$ cat config.mk
export PLATFORM = sky130hd
export DESIGN_NAME = instruction_queue
export DESIGN_NICKNAME = d
export VERILOG_FILES = /design/src/rtl/instruction_queue.sv
export SDC_FILE = /design/constraint.sdc
export NUM_CORES = 1
export LEC_CHECK = 0
export BUFFER_PORTS_ARGS = -buffer_cell sky130_fd_sc_hd__buf_2
export CORE_MARGIN = 8
export CORE_UTILIZATION = 60
export DETAILED_ROUTE_END_ITERATION = 10
export PLACE_DENSITY = 0.83
export SYNTH_ARGS = -nofsm -noshare
export SYNTH_HDL_FRONTEND = slang
export SYNTH_SLANG_ARGS = --single-unit
$ cat constraint.sdc
create_clock -name clk_in -period 7.1 [get_ports clk_in]
set_input_delay 1.42 -clock clk_in [delete_from_list [all_inputs] [get_ports clk_in]]
set_output_delay 1.42 -clock clk_in [all_outputs]
set_load 0.02 [all_outputs]
$ cat src/rtl/instruction_queue.sv
// instruction_queue: FIFO between instruction fetch and issue/dispatch.
// Buffers {ins, pc} pairs and issues them in program order, one per cycle,
// as a registered get_instruction pulse with registered word and PC.
// roll_back discards all queued and in-flight work; rdy_in low freezes state.

module instruction_queue #(
  parameter int unsigned ISQ_SIZE = 16,
  parameter int unsigned ADDR_W   = 4
) (
  input  logic              clk_in,
  input  logic              rst_in,
  input  logic              rdy_in,
  input  logic              roll_back,

  input  logic              ifetch_valid,
  input  logic [31:0]       ifetch_ins,
  input  logic [31:0]       ifetch_pc,

  output logic              isq_full,
  output logic              isq_empty,
  output logic [ADDR_W:0]   isq_count,

  input  logic              issue_stall,
  output logic              get_instruction,
  output logic [31:0]       isq_ins_out,
  output logic [31:0]       isq_pc_out
);

  localparam int unsigned CNT_W  = ADDR_W + 1;
  localparam int unsigned DATA_W = 32;

  // One queue slot: instruction word and its PC.
  typedef struct packed {
    logic [DATA_W-1:0] ins;
    logic [DATA_W-1:0] pc;
  } isq_entry_t;

  isq_entry_t        mem [ISQ_SIZE];
  logic [ADDR_W-1:0] head_q;
  logic [ADDR_W-1:0] tail_q;
  logic [CNT_W-1:0]  count_q;

  logic              push_c;
  logic              pop_c;
  logic              advance_c;
  isq_entry_t        wr_entry_c;
  isq_entry_t        rd_entry_c;

  // Status flags come from the pre-edge count, so a full queue rejects a
  // push even when a pop happens in the same cycle.
  assign isq_full  = (count_q == CNT_W'(ISQ_SIZE));
  assign isq_empty = (count_q == '0);
  assign isq_count = count_q;

  // Push/pop qualifiers; an empty queue never bypasses fetch to the output.
  always_comb begin
    push_c         = 1'b0;
    pop_c          = 1'b0;
    advance_c      = rdy_in && !roll_back;
    wr_entry_c.ins = ifetch_ins;
    wr_entry_c.pc  = ifetch_pc;
    rd_entry_c     = mem[head_q];
    if (ifetch_valid && !isq_full) begin
      push_c = 1'b1;
    end
    if (!isq_empty && !issue_stall) begin
      pop_c = 1'b1;
    end
  end

  // Storage array write; contents need no reset since head/tail/count gate use.
  always_ff @(posedge clk_in) begin
    if (advance_c && push_c) begin
      mem[tail_q] <= wr_entry_c;
    end
  end

  // Pointers and occupancy: flush clears, pause holds, otherwise count+push-pop.
  always_ff @(posedge clk_in or negedge rst_in) begin
    if (!rst_in) begin
      head_q  <= '0;
      tail_q  <= '0;
      count_q <= '0;
    end else if (roll_back) begin
      head_q  <= '0;
      tail_q  <= '0;
      count_q <= '0;
    end else if (rdy_in) begin
      if (push_c) begin
        tail_q <= tail_q + ADDR_W'(1);
      end
      if (pop_c) begin
        head_q <= head_q + ADDR_W'(1);
      end
      count_q <= count_q + CNT_W'(push_c) - CNT_W'(pop_c);
    end
  end

  // Registered issue interface; data holds when nothing issues or on flush.
  always_ff @(posedge clk_in or negedge rst_in) begin
    if (!rst_in) begin
      get_instruction <= 1'b0;
      isq_ins_out     <= '0;
      isq_pc_out      <= '0;
    end else if (roll_back) begin
      get_instruction <= 1'b0;
    end else if (rdy_in) begin
      get_instruction <= pop_c;
      if (pop_c) begin
        isq_ins_out <= rd_entry_c.ins;
        isq_pc_out  <= rd_entry_c.pc;
      end
    end
  end

endmodule

* Word-level counts from Yosys, hierarchy flattened
Memory sizes are Yosys's and may differ from the RTL's. A register that Yosys moved wholly into a read port is not among the register bits.
Index checks and enable logic that the tools add are counted.
W data, S select, Z words.
** Operators by class
- Equal/unequal tests :: 1
- Multiplexer cells :: 14
- Reductions and logical operators :: 16
- Bitwise logic cells :: 1
- Add/sub/neg operators :: 4
** Operator list (count)
- $mux W4 :: 6
- $mux W5 :: 2
- $add A4 B1 Y4 const B :: 2
- $mux W1 :: 6
- $reduce_bool A2 Y1 :: 3
- $add A5 B1 Y5 :: 1
- $eq A5 B5 Y1 const B :: 1
- $logic_not A1 Y1 :: 5
- $logic_not A5 Y1 :: 1
- $sub A5 B1 Y5 :: 1
- $logic_and A1 B1 Y1 :: 4
- $reduce_and A2 Y1 :: 2
- $reduce_and A3 Y1 :: 1
- $not A1 Y1 :: 1
** Word-level totals
- Memories kept :: 1
- Memory bits (writable) :: 1024
- Register bits :: 14
- Output and inout port bits :: 72
** Memories
- mem :: depth 16, bits a word 64, read ports 1, clocked after Yosys merged registers in 1, wr ports 1, RTL line 38 : isq_entry_t mem [ISQ_SIZE];

* Logic depth before layout (Yosys ltp)
- Depth after elaboration :: 8
- Gate-level depth with buffers :: 14

* Worst setup path before layout
Ideal clock, no wire load.
- Kind :: input-to-reg
- Start :: input port roll_back
- End :: memory mem[3][0] (netlist bit), enable pin
- Library setup time :: 565 ps
- Stages :: 4
- Buffers on the path :: 0
- Required time :: 6535 ps
- Arrival :: 6233 ps
- Slack :: 302 ps
- Path through :: nand2b_1 nor2_1 nand2_1 nor3_1
** Between the ends
- Longest elaborated chain between the ends :: 5
** RTL lines
- start, declared :: RTL line 13 : input logic roll_back,
- $logic_not A1 Y1 :: RTL line 59 : advance_c = rdy_in && !roll_back;
- $logic_and A1 B1 Y1 :: RTL line 59
- $logic_and A1 B1 Y1 :: RTL line 73 : if (advance_c && push_c) begin
- $mux W1 :: RTL line 73
- $mux W1 (implied by the code) :: RTL line 74 : mem[tail_q] <= wr_entry_c;
- end, declared :: RTL line 38
Every way passes these cells.

* Worst setup path in the final report
- Start :: input port roll_back
- End :: register isq_ins_out[2]
** Between the ends
- Longest elaborated chain between the ends :: 2
** RTL lines
- $not A1 Y1 (no line)
- $reduce_and A3 Y1 (no line)
- end signal, assigned :: RTL line 110 : isq_ins_out <= rd_entry_c.ins;
- end, declared :: RTL line 25 : output logic [31:0] isq_ins_out,
Every way passes these cells.
A chain may end at the register's enable or synchronous reset.

==> impl_metrics.json <==
{
  "first_global_vias": 21800,
  "synthTopCellsByArea": "edfxtp_1 (73%), mux4_2 (14%), dfrtp_1 (4.6%), a22oi_2 (1.8%), o211ai_2 (1.8%)",
  "path_max_fanout": 66,
  "ys_seq_area_frac": 0.777,
  "cts_tree": "done",
  "worst_pin_slew_ns": 1.26,
  "clkTransAtPathRegs_ns": 0.06,
  "layout_commonest_cell": "edfxtp_1",
  "ant_nets": 0,
  "clk_path_buf_depth": 3,
  "rsz0062_at_grt": "no",
  "finClkSkew_ns": 0.0244,
  "wl_per_cell_um": 31.8,
  "drc": 0,
  "grt_max_degree": 148,
  "r2r.worst_path.cells": 8,
  "drv_cap": 0,
  "yosys_warnings": 0,
  "syn_area_mm2": 0.0421,
  "first_pass_iters": 7,
  "cts_buffers": 107,
  "status": "completed",
  "power_density_mw_per_mm2": 326,
  "fin_nets": 2079,
  "dr_total_vias": 20100,
  "synth_top_area_frac": 0.730,
  "wirelength_um": 96300,
  "port_buffers": 141,
  "layout-drive-gt1-share": 0.355,
  "syn-instance-count": 1812,
  "synth.ff_latch_count": 1102,
  "crit_required_ns": 7.64,
  "cts_setup_buffers": 0,
  "htree_num_levels": 3,
  "synth_cell_types": 38,
  "syn_avg_cell_area_um2": 23.2,
  "gp_congestion": 0.752,
  "max-vdd-ir-drop_mv": 0.251,
  "setup_viol": 0,
  "fillers": 3987,
  "synth_top_cell_by_area": "edfxtp_1",
  "ctsResizeCount": 0,
  "setup_tns_ns": 0,
  "std_cell_rows": 97,
  "slew_viol_final": 0,
  "post-dp-hpwl_um": 47800,
  "grt_pass1_wl_um": 142000,
  "grt_overflow": 0,
  "hold_class": "reg2reg",
  "hold_buffers": 0,
  "worstSetupEndpointType": "register",
  "numClockSinks": 1102,
  "period_share": 0.559,
  "area_delta_synth_final_pct": 12.9,
  "period_minus_slack_ns": 3.97,
  "fp.dieH_um": 281,
  "fp.dieW_um": 281,
  "routed_via_density": 6.61,
  "dieArea_mm2": 0.0789,
  "syn_nets": 1894,
  "startpoint_type": "input pin",
  "leakagePower_nw": 15.1,
  "path_class": "in2reg",
  "mostFrequentLayoutCells": "edfxtp_1 (1024), mux4_2 (256), buf_2 (140), clkbuf_16 (109), dfrtp_1 (75)",
  "slew_headroom": 0.163,
  "ctsRootBufferMaster": "clkbuf_16",
  "fmax_mhz": 252,
  "io_pins": 142,
  "holdWs_ns": 0.489,
  "start_util": 0.603,
  "finalHoldViolCount": 0,
  "worstSkewPairLatency_ns": 0.67,
  "core-area_mm2": 0.0698,
  "track_usage": 0.246,
  "antenna_found_initial": 5,
  "hold_depth": 2,
  "drt_iter0_markers": 2192,
  "arrival_ns": 4.52
}
==> synth_stat cells, drive strengths merged <==
library cell,instances
edfxtp,1024
mux4,256
dfrtp,78
nand2,75
mux2i,68
a22oi,64
o211ai,64
buf,61
clkbuf,36
nor2,25
ha,11
inv,9
nor3,6
a21oi,5
nand2b,5
xor2,4
nand3,3
xnor2,3
a211oi,2
or3,2
a21o,1
and3b,1
and4bb,1
fa,1
mux2,1
nand4,1
nor2b,1
nor3b,1
nor4b,1
o21ai,1
o21bai,1
==> path summary, 6_finish.rpt <==
path | slack (ns) | from | end
min reg2reg | 0.49 | isq_pc_out[7] | isq_pc_out[7]
min | 0.49 | isq_pc_out[7] | isq_pc_out[7]
max | 3.13 | roll_back | isq_ins_out[2]
max in group asynchronous | 5.04 | rst_in | isq_ins_out[27]
max reg2reg | 3.36 | isq_count[2] | mem[8][46]
min in group asynchronous | 0.74 | rst_in | isq_pc_out[27]
==> where the power goes <==
part	internal (mW)	leakage (nW)	switching [mW]	total [mW]
logic	0.856	3.10	1.16	2.01
registers	7.33	10.2	0.249	7.58
clock network	3.50	1.80	2.42	5.92
==> registers in the layout (all words and copies together), names as in the netlist <==
| register | flops |
|---|---|
| isq_pc_out | 32 |
| tail_q | 4 |
| get_instruction | 1 |
| isq_count | 5 |
| isq_ins_out | 32 |
| mem | 1024 |
| head_q | 4 |
==> per-layer routing <==
metal	global-route usage	share of wire	vias to the layer above
li1	-	-	8012
met1	0.298	0.35	10600
met2	0.432	0.53	1135
met3	0.0496	0.077	257
met4	0.105	0.043	0
met5	0	0	-
==> area by class of cell <==
class | count | area, um^2 | share of cell area
multi-input combinational | 604 | 8970 | 0.189
tap | 940 | 1180 | 0.0247
clock inverter | 57 | 729 | 0.0153
sequential | 1102 | 32700 | 0.688
timing repair buffer | 173 | 986 | 0.0207
antenna | 3 | 7.51 | 0.000158
inverter | 9 | 33.8 | 0.000710
clock buffer | 144 | 2940 | 0.0618
==> metrics by stage <==
| stage | instance area [um^2] | total power, mW | setup WS [ns] | util | instances |
|---|---|---|---|---|---|
| after floorplan | 42100 | 9.02 | 0.302 | - | 1812 |
| after CTS | 47500 | 15.6 | 3.18 | 0.681 | 3029 |
| final | 47600 | 15.5 | 3.13 | 0.681 | 3032 |
| after global routing | 47600 | 16.0 | 3.03 | 0.681 | 3031 |
| after global placement | 43900 | 9.62 | 2.73 | 0.629 | 2828 |
| after detailed placement | 43900 | 9.70 | 2.56 | 0.629 | 2828 |
==> critical path, stage by stage <==
cell,delay (ns)
buf_2,0.20
nand2b_1,0.23
or3_4,0.74
nor3_4,0.26
buf_4,0.48
buf_4,0.77
a22oi_1,0.16
o211ai_1,0.20
==> cell families after synthesis <==
logic type      share of synthesized area
compound gates                     0.0385
xor+xnor                          0.00146
buf+inv                            0.0133
flops                               0.777
mux                                 0.153
fa+ha+maj                         0.00374
simple gates                       0.0131
(Power assumes the default switching activity.)
